## src/rtl/decoder_input_streamer_pkg.sv

```systemverilog
// ---------------------------------------------------------------------------
// decoder_stream_pkg
// Shared types and defaults for the decoder input streamer.
//   stream_state_e : FSM encoding (IDLE, STREAM, DONE)
//   DEF_DEPTH      : default number of buffer entries
//   DEF_DATA_WIDTH : default word width (matches the decoder's x_t input)
//   len_t          : command length type for the default depth
// ---------------------------------------------------------------------------
package decoder_stream_pkg;

    localparam int DEF_DEPTH      = 64;
    localparam int DEF_DATA_WIDTH = 16;

    // One extra bit so a full-buffer length (== DEPTH) is representable.
    typedef logic [$clog2(DEF_DEPTH):0] len_t;

    typedef enum logic [1:0] {
        ST_IDLE   = 2'd0,
        ST_STREAM = 2'd1,
        ST_DONE   = 2'd2
    } stream_state_e;

endpackage

```

## src/rtl/decoder_input_streamer_buffer.sv

```systemverilog
// ---------------------------------------------------------------------------
// stream_buffer
// DEPTH x DATA_WIDTH register file holding the vector to be streamed.
// One synchronous write port, one asynchronous (combinational) read port.
// Contents are deliberately not reset.
// Ports:
//   clk     in  clock
//   wr_en   in  write strobe
//   wr_addr in  write address
//   wr_data in  write data
//   rd_addr in  read address
//   rd_data out read data (combinational from rd_addr)
// ---------------------------------------------------------------------------
module stream_buffer
    import decoder_stream_pkg::*;
#(
    parameter int DATA_WIDTH = DEF_DATA_WIDTH,
    parameter int DEPTH      = DEF_DEPTH,
    localparam int AW        = $clog2(DEPTH)
) (
    input  logic                  clk,
    input  logic                  wr_en,
    input  logic [AW-1:0]         wr_addr,
    input  logic [DATA_WIDTH-1:0] wr_data,
    input  logic [AW-1:0]         rd_addr,
    output logic [DATA_WIDTH-1:0] rd_data
);

    logic [DATA_WIDTH-1:0] r_mem [DEPTH];

    always_ff @(posedge clk) begin
        if (wr_en) begin
            r_mem[wr_addr] <= wr_data;
        end
    end

    // A read in the same cycle as a write to that address returns the old word.
    assign rd_data = r_mem[rd_addr];

endmodule

```

## src/rtl/decoder_input_streamer.sv

```systemverilog
// ---------------------------------------------------------------------------
// decoder_input_streamer
// Streams a host-loaded vector into the decoder's x_t valid/ready input.
// The host fills the buffer while idle, then issues a command with a length;
// the block emits buf[0..len-1] in order and pulses done for one cycle.
//
// Optional feature macro: DECODER_STREAM_LAST_EN (adds the out_last port).
//
// Ports:
//   clk, rst_n          clock, asynchronous active-low reset
//   wr_en/wr_addr/wr_data  host buffer write (honoured only in IDLE)
//   cmd_valid/cmd_ready/cmd_len  start command handshake and length
//   out_valid/out_ready/out_data stream to decoder
//   busy                high whenever not IDLE
//   done                one-cycle completion pulse
//   out_last            final-beat marker (macro builds only)
// ---------------------------------------------------------------------------
module decoder_input_streamer
    import decoder_stream_pkg::*;
#(
    parameter int DATA_WIDTH = DEF_DATA_WIDTH,
    parameter int DEPTH      = DEF_DEPTH,
    parameter int LEN_WIDTH  = $clog2(DEPTH) + 1,
    localparam int AW        = $clog2(DEPTH)
) (
    input  logic                  clk,
    input  logic                  rst_n,
    input  logic                  wr_en,
    input  logic [AW-1:0]         wr_addr,
    input  logic [DATA_WIDTH-1:0] wr_data,
    input  logic                  cmd_valid,
    output logic                  cmd_ready,
    input  logic [LEN_WIDTH-1:0]  cmd_len,
    output logic                  out_valid,
    input  logic                  out_ready,
    output logic [DATA_WIDTH-1:0] out_data,
    output logic                  busy,
    output logic                  done
`ifdef DECODER_STREAM_LAST_EN
    ,output logic                 out_last
`endif
);

    localparam logic [LEN_WIDTH-1:0] LEN_ONE   = LEN_WIDTH'(1);
    localparam logic [LEN_WIDTH-1:0] LEN_DEPTH = LEN_WIDTH'(DEPTH);

    stream_state_e         r_state;
    logic [LEN_WIDTH-1:0]  r_len;
    logic [LEN_WIDTH-1:0]  r_idx;
    logic                  r_out_valid;
    logic [DATA_WIDTH-1:0] r_out_data;
    logic                  r_done;
`ifdef DECODER_STREAM_LAST_EN
    logic                  r_out_last;
`endif

    logic                  w_idle;
    logic                  w_cmd_fire;
    logic [LEN_WIDTH-1:0]  w_len_clamped;
    logic                  w_beat;
    logic                  w_final_beat;
    logic [LEN_WIDTH-1:0]  w_idx_next;
    logic [AW-1:0]         w_rd_addr;
    logic [DATA_WIDTH-1:0] w_rd_data;
    logic                  w_buf_we;

    assign w_idle        = (r_state == ST_IDLE);
    assign w_cmd_fire    = cmd_valid && w_idle;
    assign w_len_clamped = (cmd_len > LEN_DEPTH) ? LEN_DEPTH : cmd_len;
    assign w_beat        = r_out_valid && out_ready;
    // r_idx counts words already loaded into the output register, so the
    // word currently on the bus is the last one exactly when r_idx == r_len.
    assign w_final_beat  = (r_idx == r_len);
    assign w_idx_next    = r_idx + LEN_ONE;

    // In IDLE the only word we may need is buf[0] (beat 0 on command accept).
    // r_idx reaches DEPTH only on the final beat, where the read is unused,
    // so truncating to AW bits never aliases a needed entry.
    assign w_rd_addr = w_idle ? '0 : r_idx[AW-1:0];

    // Freeze the buffer while a command is in flight.
    assign w_buf_we  = wr_en && w_idle;

    stream_buffer #(
        .DATA_WIDTH (DATA_WIDTH),
        .DEPTH      (DEPTH)
    ) u_buf (
        .clk     (clk),
        .wr_en   (w_buf_we),
        .wr_addr (wr_addr),
        .wr_data (wr_data),
        .rd_addr (w_rd_addr),
        .rd_data (w_rd_data)
    );

    always_ff @(posedge clk or negedge rst_n) begin
        if (!rst_n) begin
            r_state     <= ST_IDLE;
            r_len       <= '0;
            r_idx       <= '0;
            r_out_valid <= 1'b0;
            r_out_data  <= '0;
            r_done      <= 1'b0;
`ifdef DECODER_STREAM_LAST_EN
            r_out_last  <= 1'b0;
`endif
        end else begin
            r_done <= 1'b0;
            case (r_state)
                ST_IDLE: begin
                    if (w_cmd_fire) begin
                        r_len <= w_len_clamped;
                        if (w_len_clamped == '0) begin
                            r_state <= ST_DONE;
                            r_done  <= 1'b1;
                        end else begin
                            r_out_data  <= w_rd_data;
                            r_out_valid <= 1'b1;
                            r_idx       <= LEN_ONE;
`ifdef DECODER_STREAM_LAST_EN
                            r_out_last  <= (w_len_clamped == LEN_ONE);
`endif
                            r_state     <= ST_STREAM;
                        end
                    end
                end
                ST_STREAM: begin
                    if (w_beat) begin
                        if (w_final_beat) begin
                            r_out_valid <= 1'b0;
`ifdef DECODER_STREAM_LAST_EN
                            r_out_last  <= 1'b0;
`endif
                            r_state     <= ST_DONE;
                            r_done      <= 1'b1;
                        end else begin
                            r_out_data <= w_rd_data;
                            r_idx      <= w_idx_next;
`ifdef DECODER_STREAM_LAST_EN
                            r_out_last <= (w_idx_next == r_len);
`endif
                        end
                    end
                end
                ST_DONE: begin
                    r_idx   <= '0;
                    r_state <= ST_IDLE;
                end
                default: begin
                    r_state <= ST_IDLE;
                end
            endcase
        end
    end

    assign cmd_ready = w_idle;
    assign busy      = !w_idle;
    assign out_valid = r_out_valid;
    assign out_data  = r_out_data;
    assign done      = r_done;
`ifdef DECODER_STREAM_LAST_EN
    assign out_last  = r_out_last;
`endif

endmodule
```

## config.mk

```make
export PLATFORM = sky130hd
export DESIGN_NAME = decoder_input_streamer
export DESIGN_NICKNAME = d
export VERILOG_FILES = /design/src/rtl/decoder_input_streamer_pkg.sv /design/src/rtl/decoder_input_streamer_buffer.sv /design/src/rtl/decoder_input_streamer.sv
export SDC_FILE = /design/constraint.sdc
export NUM_CORES = 1
export LEC_CHECK = 0
export CAP_MARGIN = 15
export CORE_ASPECT_RATIO = 1.5
export CORE_MARGIN = 1
export CORE_UTILIZATION = 55
export DETAILED_ROUTE_END_ITERATION = 10
export GPL_ROUTABILITY_DRIVEN = 0
export HOLD_SLACK_MARGIN = 0.12
export PLACE_DENSITY = 0.71
export SLEW_MARGIN = 20
export SYNTH_ARGS = -nofsm -noshare
export SYNTH_HDL_FRONTEND = slang
export SYNTH_SLANG_ARGS = --single-unit
```

## constraint.sdc

```tcl
create_clock -name clk -period 5.1 [get_ports clk]
set_clock_uncertainty 0.1 [all_clocks]
set_input_delay 0.51 -clock clk [delete_from_list [all_inputs] [get_ports clk]]
set_output_delay 0.51 -clock clk [all_outputs]
set_load 0.03 [all_outputs]
```

* Word-level counts from Yosys, hierarchy flattened
Memory sizes are Yosys's and may differ from the RTL's.
Index checks and enable logic that the tools add are counted.
** Cells by class
- Add/subtract/negate cells :: 1
- $lt $le $gt $ge :: 1
- Eq/ne operators :: 8
- Multiplexer cells :: 29
- Reduce and logical (&&, ||, !) cells :: 13
** Operators by type and width (count)
- $mux W16 :: 4
- $mux W7 :: 5
- $pmux W16 S2 :: 1
- $pmux W7 S3 :: 1
- $reduce_and A5 Y1 :: 3
- $mux W1 :: 10
- $mux W2 :: 4
- $ne A2 B2 Y1 const B :: 4
- $add A7 B1 Y7 const B :: 1
- $eq A7 B7 Y1 :: 1
- $gt A7 B7 Y1 const B :: 1
- $logic_not A7 Y1 :: 1
- $mux W6 :: 1
- $pmux W1 S2 :: 2
- $pmux W2 S2 :: 1
- $logic_and A1 B1 Y1 :: 3
- $reduce_and A3 Y1 :: 1
- $reduce_bool A3 Y1 :: 1
- $eq A2 B1 Y1 const B :: 1
- $eq A2 B2 Y1 const B :: 1
- $logic_not A2 Y1 :: 1
- $ne A2 B1 Y1 const B :: 1
- $reduce_and A2 Y1 :: 1
- $reduce_bool A2 Y1 :: 1
- $logic_not A1 Y1 :: 1
** Storage, ports and cells
- Register bits after elaboration :: 34
- Memory bits (writable) :: 1024
- Input bits :: 34
- Output and inout bits :: 20
- Word-level logic and storage cells :: 59
- Memories :: 1
** Memories
- u_buf.r_mem :: depth 64, width 16, read ports 1, clocked after Yosys merged registers in 0, wr ports 1, line decoder_input_streamer_buffer.sv:29 : logic [DATA_WIDTH-1:0] r_mem [DEPTH];

* Depth between registers and ports, before layout
Gate-level depths: netlist (run 1).
- Depth after elaboration :: 6
- Mapped depth :: 12
- Depth with buffers taken out :: 8

* Cells and area by module
From an unflattened synthesis (run 1), not the netlist that was laid out.
** Unflattened totals
- Cells, all modules :: 1974
- Area total of the unflattened synthesis :: 41513.6 µm²
** By module, submodules not included
- stream_buffer :: instances 1, cells an instance 1813, area an instance 39721.8 µm², seq. area each 30749.5 µm²
- decoder_input_streamer :: instances 1, cells an instance 161, area an instance 1791.7 µm², seq. area each 850.8 µm²

* Least setup slack after synthesis (run 1)
No wires, ideal clock.
- Path kind :: reg-to-reg
- Start :: register r_state[0]
- End :: memory u_buf.r_mem[28][0] (netlist name) (enable)
- Arrival time :: 2.825 ns
- Path slack :: 1.786 ns
- Cell stages (with the launch flop) :: 10
- Path buffers :: 5
- Path through :: dfrtp_1 > inv_1 > ha_1 > buf_2 > buf_2 > clkbuf_1 > buf_2 > buf_2 > nand3_1 > nor2_1
** On the way
- Longest elaborated chain between the ends :: 4
** Ends and longest elaborated chain
- from (decl) :: line decoder_input_streamer.sv:47 : stream_state_e r_state;
- from (signal assigned) :: line decoder_input_streamer.sv:98 : r_state <= ST_IDLE;
- from (signal assigned) :: line decoder_input_streamer.sv:114 : r_state <= ST_DONE;
- from (signal assigned) :: line decoder_input_streamer.sv:123 : r_state <= ST_STREAM;
- $logic_not A2 Y1 :: line decoder_input_streamer.sv:67 : assign w_idle = (r_state == ST_IDLE);
- named net cmd_ready :: line decoder_input_streamer.sv:32 : output logic cmd_ready,
- $logic_and A1 B1 Y1 :: line decoder_input_streamer.sv:82 : assign w_buf_we = wr_en && w_idle;
- $mux W1 :: line decoder_input_streamer_buffer.sv:32 : if (wr_en) begin
- $mux W1 (implied by the code) :: line decoder_input_streamer_buffer.sv:33 : r_mem[wr_addr] <= wr_data;
- to (decl) :: line decoder_input_streamer_buffer.sv:29
The timed path passes the listed nets, and every way through them passes these cells.

* Final worst setup path (run 1)
- Start :: register r_state[0]
- End :: register r_out_data[15] (netlist: out_data[15])
** On the way
- Longest elaborated chain between the ends :: 6
- Elaborated cells on any way between the ends :: 16
- Those cells by class :: 5 x eq/ne; 6 x mux; 4 x reduce/logical; 1 x memory
** Ends and longest elaborated chain
- $logic_not A2 Y1 :: line decoder_input_streamer.sv:67, decoder_input_streamer.sv:109
- $mux W6 :: line decoder_input_streamer.sv:79 : assign w_rd_addr = w_idle ? '0 : r_idx[AW-1:0];
- $mem_v2 Z64 W16
- $mux W16 (on tied branches) :: line decoder_input_streamer.sv:129, decoder_input_streamer.sv:113
- $mux W16 (on tied branches) :: line decoder_input_streamer.sv:128, decoder_input_streamer.sv:111
- $pmux W16 S2 :: line decoder_input_streamer.sv:109 : case (r_state)
- to (signal assigned) :: line decoder_input_streamer.sv:117 : r_out_data <= w_rd_data;
- to (signal assigned) :: line decoder_input_streamer.sv:137 : r_out_data <= w_rd_data;
- to (decl) :: line decoder_input_streamer.sv:51 : logic [DATA_WIDTH-1:0] r_out_data;
Parallel ways exist; a longest one is shown, timed or not. The select of a mux whose other input is x is not followed.
A chain may end at the register's enable or synchronous reset.

==> results of run 1 <==
[tightest hold or removal path: stages]
cell             delay, ns
clkdlybuf4s50_1       0.43
nand2b_1              0.08
o21ai_0               0.07
[how the worst max path moves through the flow]
stage | to | slack (ns) | cells past startpoint
after floorplan | u_buf.r_mem[28][0] | 1.79 | 9
after global placement | out_data[7] | 0.99 | 9
after detailed placement | out_data[7] | 0.94 | 9
after CTS | out_data[7] | 0.92 | 9
after global routing | out_data[10] | 0.77 | 9
final | out_data[15] | 0.81 | 8
[sequential cells by signal, summed over array words and instances (netlist names)]
name	count
out_data	16
r_len	7
u_buf.r_mem	1024
r_state	2
r_idx	7
done	1
out_valid	1
[logic make-up after synthesis]
kind of cell,count (synthesis)
AO/OA/AOI/OAI,588
flip-flops,1058
multiplexers,320
XOR/XNOR,7
AND/OR/NAND/NOR,438
buffers and inverters,231
adder cells (fa/ha/maj),5
[cell usage after synthesis, types with 16 or more instances]
cell type | number | area [sq um]
buf_2 | 48 | 240
a211o_1 | 16 | 140
nand4_1 | 16 | 100
clkbuf_1 | 82 | 308
nor3b_1 | 16 | 120
o211ai_1 | 62 | 465
o22ai_1 | 19 | 119
a31oi_1 | 35 | 219
o221ai_1 | 17 | 149
mux2i_1 | 250 | 2500
a21oi_1 | 128 | 641
nor2b_1 | 42 | 263
dfrtp_1 | 34 | 851
nor2_1 | 151 | 567
o21ai_0 | 105 | 526
nand3_1 | 39 | 195
inv_1 | 38 | 143
a211oi_1 | 21 | 158
buf_4 | 43 | 323
a32oi_1 | 30 | 263
edfxtp_1 | 1024 | 30700
mux2_2 | 33 | 372
and3b_1 | 30 | 263
a221oi_1 | 30 | 263
nand2_1 | 104 | 390
mux4_2 | 37 | 833
o22a_1 | 46 | 403
[metal layers]
layer  vias to the layer above  GRT usage  share of wire  routed length [microns]
met5                         -          0       0.000090                       10
met4                         2      0.168          0.064                     7150
met3                       253     0.0347          0.079                     8750
met2                      1376      0.470           0.50                    55200
met1                     12600      0.352           0.36                    39900
li1                      10700          -              -                        -
[cell type report]
cell class                      instances  area (sq um)
Sequential cell                      1058         31600
Fill cell                            5480         29000
Multi-Input combinational cell       1358         10100
Clock buffer                          120          2540
Timing Repair Buffer                  173          1440
Tap cell                             1008          1260
Clock inverter                         47           515
Inverter                               39           146
Antenna cell                            2          5.00
[metrics by stage]
stage	setup slack, ns	hold WS, ns	total power, uW	instance area (sq um)	instances
finish	0.806	0.367	23000	47600	3805
global route	0.774	0.372	23700	47600	3803
CTS	0.924	0.329	23000	47600	3803
detailed placement	0.945	0.393	16000	44600	3635
global placement	0.993	0.382	15900	44500	3634
floorplan	1.79	0.114	14100	42800	2647
[report_power, final]
group	internal, uW	switching [uW]	total [uW]
Clock	4070	3040	7120
Sequential	9690	268	9960
Combinational	2180	3750	5920
Total	15900	7060	23000
[timing repair]
action,in CTS,in global routing
hold buffers,1,0
buffers inserted,0,0
gates resized for setup,0,0
hold endpoints to repair,34,0
==> results.md, run 1 <==
- Avg Cell Area, Syn: between 15 and 20 sq um
- Fraction of layout cells with a size suffix above 1: 0.131
- Fraction of the mapped netlist area in simple logic gates: 0.0512
- Die H: roughly 340 microns
- Initial DRC count: 3,167
- Post-Syn Nets: around 2,700
- CP required: 5.51 ns
- Total GRT Usage: 0.280
- Syn Inst Count: roughly 2,600
- Highest Clock Rate: between 200 and 250 MHz
- Root Driver: clkbuf_16
- H-tree Lvls: 3
- Leakage: 0.0156 uW
- Post-synth EDFFs: between 1,000 and 1,500
- Clock Latency Late Sink: between 0.6 and 0.7 ns
- Synth Area in XOR/XNOR: 0.00143
- Drt total wl: ~110 mm
- Via density: between 6 and 7
- Clock transition at the registers of the reported paths: roughly 0.070 ns
- Most frequent cells in the layout: edfxtp_1 (1,024), mux2i_1 (250), nor2_1 (151)
- Delay of the slowest cell on the worst path: about 0.99 ns
- Main combinational cell family by area after synthesis: compound AO/OA/AOI/OAI gates
- Power Dens Cells: around 480 nW/um^2
- Nets: 2,760
- CP bufs+invs: 2
- Final number of hold-violating endpoints: 0
- Reg2reg setup slack: approximately 0.81 ns
- Initial antenna violation count: 2
- Worst path cell trace: inv_1 > ha_4 > inv_2 > and2_1 > a21oi_1 > a311oi_1 > a311o_1 > a31oi_1
- IO buf count: between 50 and 60
- Final Setup Violations: 0
- Antenna-violating nets left: 0
- Compound-Gate Fraction of Synth Area: 0.0942
- Setup Crit Path Kind: flop to flop
- Fin crit share: 0.842
- Via count: between 20,000 and 25,000
- Drt drc: 0
- Area growth syn-to-layout: 11.3%
- FF+latch count, synth: approximately 1,100
- CTS tree: done
- Total die area: between 70,000 and 80,000 sq um
- Hold EP: r_len[4]
- Clk sinks: 1,058
- Drt wl/cell: around 29 microns
- First-pass GRT wire length: about 160 mm
- TritonCTS Buffers: between 90 and 100
- RR Endpoint: out_data[15]
- Least-Margin Pin Slew: ~1.2 ns
- Detailed Place HPWL: between 60 and 70 mm
- Post-synthesis sequential area ratio: 0.738
- Core ar.: ~77,000 sq um
- Mapped Area: ~43,000 sq um
- Worst Setup SP: r_state[0]
- Crit path max-delay cell type: a311oi_1
- Top delay family on crit path: compound AO/OA/AOI/OAI gates
- Die X-Extent: 230 microns
- Commonest non-fill, non-tap cell in the layout: edfxtp_1
- Drt pass-1 iters: 5
- Total of warnings raised by yosys: 0
- Crit start category: flop
- Mux share of post-synthesis cell area: 0.0866
- RSZ-0062 raised after global routing: no
- Worst EP arrival: ~4.7 ns
- Initial Util: 0.558
- Vias in the first global route: 24,100
- Slew Viols, Final: 0
- Final worst path period need: approximately 4.3 ns
- Largest net degree at the start of global routing: roughly 150
- Row count: around 120
- Worst hold path cell count: 3
- Post-layout util: 0.621
- Worst vdd ir: roughly 0.00044 V
- Clock Path Buffers: 3
- # Max-Cap Violations: 0
- Hold path start: cmd_len[4]
- Crit-path max FO: 64
- Grt ovf: 0
- Top-level port count: 54
- Outcome: completed
- CP Capture Type: flop
- Post-synth top flop: edfxtp_1
- HP Class: primary input to flop
- Yosys cell types: 66
- Setup TNS Final: 0 ns
- Slew headroom: 0.194
- Worst Reg2Reg Path Length in Cells: 8
- Post-Synth Adder-Cell Area: 0.00146
- Async SR Flop Fraction: 0.0321
- Reg-to-Reg Start: r_state[0]
No activity file was read; power rests on OpenSTA's default activity.
==> run 2: changes to the inputs <==
- PLACE_DENSITY: 0.71 -> 0.74
- clock period: 5.1 -> 3.75 ns (I/O delays scaled with it)
==> run 2 against run 1 <==
Effect of this change:
- first-iteration DRC count up 7.6%
- sequential cell count unchanged
- core utilization up 0.75 points
- register-to-register slack worse by 0.69 ns
- sequential power up 36%
- total power up 39%
- non-clock buffer count up 58
- combinational power up 47%
- cell count up 1.7%
- critical path depth down 2
- critical endpoint is now u_buf.r_mem[54][15]
- largest cell class unchanged
- largest power group unchanged
==> results.md, run 2 (synthesis gave the netlist of run 1 again) <==
- Outcome: completed (unchanged)
- IO buf count: 53 (unchanged)
- Initial DRC count: 3,409 (was 3,167)
- Highest Clock Rate: 275 MHz (was 233 MHz)
- WHS: 0.174 ns (was 0.367 ns)
- Grt ovf: 0 (unchanged)
- Final worst path period need: 3.63 ns (was 4.29 ns)
- Row count: 124 (unchanged)
- Reg-to-Reg Start: r_state[0] (unchanged)
- TritonCTS Buffers: 93 (was 91)
- Net Sw Frac: 0.312 (was 0.307)
- M1 GR Usage: 0.359 (was 0.352)
- Clk sinks: 1,058 (unchanged)
- Via density: 6.59 (was 6.55)
- Crit-path max FO: 63 (was 64)
- HP Class: primary input to flop (unchanged)
- Met3 global-route usage: 0.0493 (was 0.0347)
- Cts-stage hold buffer count: 2 (was 1)
- Worst vdd ir: 0.000528 V (was 0.000435 V)
- Final Setup Violations: 0 (unchanged)
- First-pass GRT wire length: 165 mm (was 161 mm)
- Die X-Extent: 230 microns (unchanged)
- H-tree Lvls: 3 (unchanged)
- Grt peak-use layer: met2 (unchanged)
- Drt drc: 0 (unchanged)
- Worst Reg2Reg Path Length in Cells: 6 (was 8)
- CTS tree: done (unchanged)
- Fraction of layout cells with a size suffix above 1: 0.150 (was 0.131)
- CP Capture Type: flop (unchanged)
- CP required: 4.00 ns (was 5.51 ns)
- Detailed Place HPWL: 71.9 mm (was 65.9 mm)
- Root Driver: clkbuf_16 (unchanged)
- Final number of hold-violating endpoints: 0 (unchanged)
- Slew Viols, Final: 0 (unchanged)
- # Max-Cap Violations: 0 (unchanged)
- Nets: 2,820 (was 2,760)
- Core ar.: 76,600 sq um (unchanged)
- Comb pwr share: 0.272 (was 0.258)
- Worst EP arrival: 3.88 ns (was 4.71 ns)
- Int Power: 22,000 uW (was 15,900 uW)
- Vias in the first global route: 24,700 (was 24,100)
- Clock group share of total power: 0.306 (was 0.309)
- Initial antenna violation count: 0 (was 2)
- Leakage: 0.0160 uW (was 0.0156 uW)
- Drt wl/cell: 29.9 microns (was 29.2 microns)
- Initial Util: 0.558 (unchanged)
- Top reg by flops: u_buf.r_mem (unchanged)
- Fin crit share: 0.968 (was 0.842)
- Clock Path Buffers: 3 (unchanged)
- Worst Setup SP: r_state[0] (unchanged)
- Clock transition at the registers of the reported paths: 0.06 ns (was 0.07 ns)
- Largest net degree at the start of global routing: 72 (was 147)
- Setup Crit Path Kind: flop to flop (unchanged)
- Post-cts resize count: 0 (unchanged)
- Die H: 344 microns (unchanged)
- Largest register FFs: 1,024 (unchanged)
- Clock Latency Late Sink: 0.68 ns (was 0.66 ns)
- Power Dens Cells: 665 nW/um^2 (was 483 nW/um^2)
- Total GRT Usage: 0.292 (was 0.280)
- Crit start category: flop (unchanged)
- Net Switching: 10,000 uW (was 7060 uW)
- Post-CTS setup buffers: 0 (unchanged)
- M2 GR Usage: 0.473 (was 0.470)
- Commonest non-fill, non-tap cell in the layout: edfxtp_1 (unchanged)
- Area growth syn-to-layout: 12.6% (was 11.3%)
- Via count: 25,500 (was 24,900)
- Worst Setup EP: u_buf.r_mem[54][15] (was out_data[15])
- Reg power frac: 0.423 (was 0.433)
- Setup TNS Final: 0 ns (unchanged)
- Least-Margin Pin Slew: 1.06 ns (was 1.20 ns)
- Slew headroom: 0.296 (was 0.194)
- Reg2reg setup slack: 0.12 ns (was 0.81 ns)
- RSZ-0062 raised after global routing: no (unchanged)
- RR Endpoint: u_buf.r_mem[54][15] (was out_data[15])
- Most frequent cells in the layout: edfxtp_1 (1,024), mux2i_1 (250), buf_4 (164) (was edfxtp_1 (1,024), mux2i_1 (250), nor2_1 (151))
- Total die area: 79,000 sq um (unchanged)
- Drt pass-1 iters: 6 (was 5)
- Drt total wl: 116 mm (was 111 mm)
- Top-level port count: 54 (unchanged)
- Antenna-violating nets left: 0 (unchanged)
-- run 2: cell types whose count changed in the layout (fill, tap and decap cells not counted), sizes merged --
cell / change
clkinv: +7
buf: +57
diode: +1
clkbuf: -9
dlygate4sd3: +1
bufinv: +2
inv: +6
-- run 2: how the worst min path moves through the flow --
stage	startpoint	to	slack [ns]	cells past startpoint
after floorplan	rst_n	done	-0.02	0
after global placement	r_len[1]	r_len[1]	0.41	2
after detailed placement	r_len[1]	r_len[1]	0.40	2
after CTS	wr_data[12]	u_buf.r_mem[41][12]	0.17	1
after global routing	wr_data[9]	u_buf.r_mem[33][9]	0.19	1
final	wr_data[1]	u_buf.r_mem[38][1]	0.17	1
-- run 2: cell type report --
type | count | area [sq um]
multi-input cells | 1358 | 10100
diodes | 3 | 7.51
well taps | 1008 | 1260
clock buffers | 111 | 2440
flip-flops and latches | 1058 | 31600
inverters | 39 | 146
repair buffers | 231 | 1970
fillers | 5353 | 28400
clock inverters | 62 | 671
-- run 2: power by group through the flow --
stage | Clock [uW] | Combinational (uW) | Sequential [uW]
6_report | 9790 | 8710 | 13500
2_1_floorplan | 0 | 5530 | 13700
3_3_place_gp | 0 | 8400 | 13800
5_1_grt | 10200 | 9080 | 13500
3_5_place_dp | 0 | 8530 | 13800
4_1_cts | 9860 | 8570 | 13500
-- run 2: worst max-delay path, stage by stage, from the launching register on --
cell     delay, ns
dfrtp_1       0.44
inv_1         0.16
ha_4          0.34
buf_4         0.66
nand3_1       0.83
nor2_1        0.41
buf_4         0.32
-- run 2: stage by stage --
step / instances / setup slack [ns] / total power [uW] / util / area [sq um]
detailed placement: 3692 / 0.282 / 22300 / 0.588 / 45100
CTS: 3867 / 0.228 / 32000 / 0.629 / 48200
global route: 3867 / 0.101 / 32900 / 0.629 / 48200
global placement: 3692 / 0.319 / 22200 / 0.588 / 45100
finish: 3870 / 0.119 / 32100 / 0.629 / 48200
floorplan: 2647 / 0.436 / 19200 / - / 42800
-- run 2: per-layer routing --
metal	routed length [microns]	vias up
met4	9160	0
met2	55600	1592
li1	-	10800
met1	40400	12800
met5	0	-
met3	10500	350
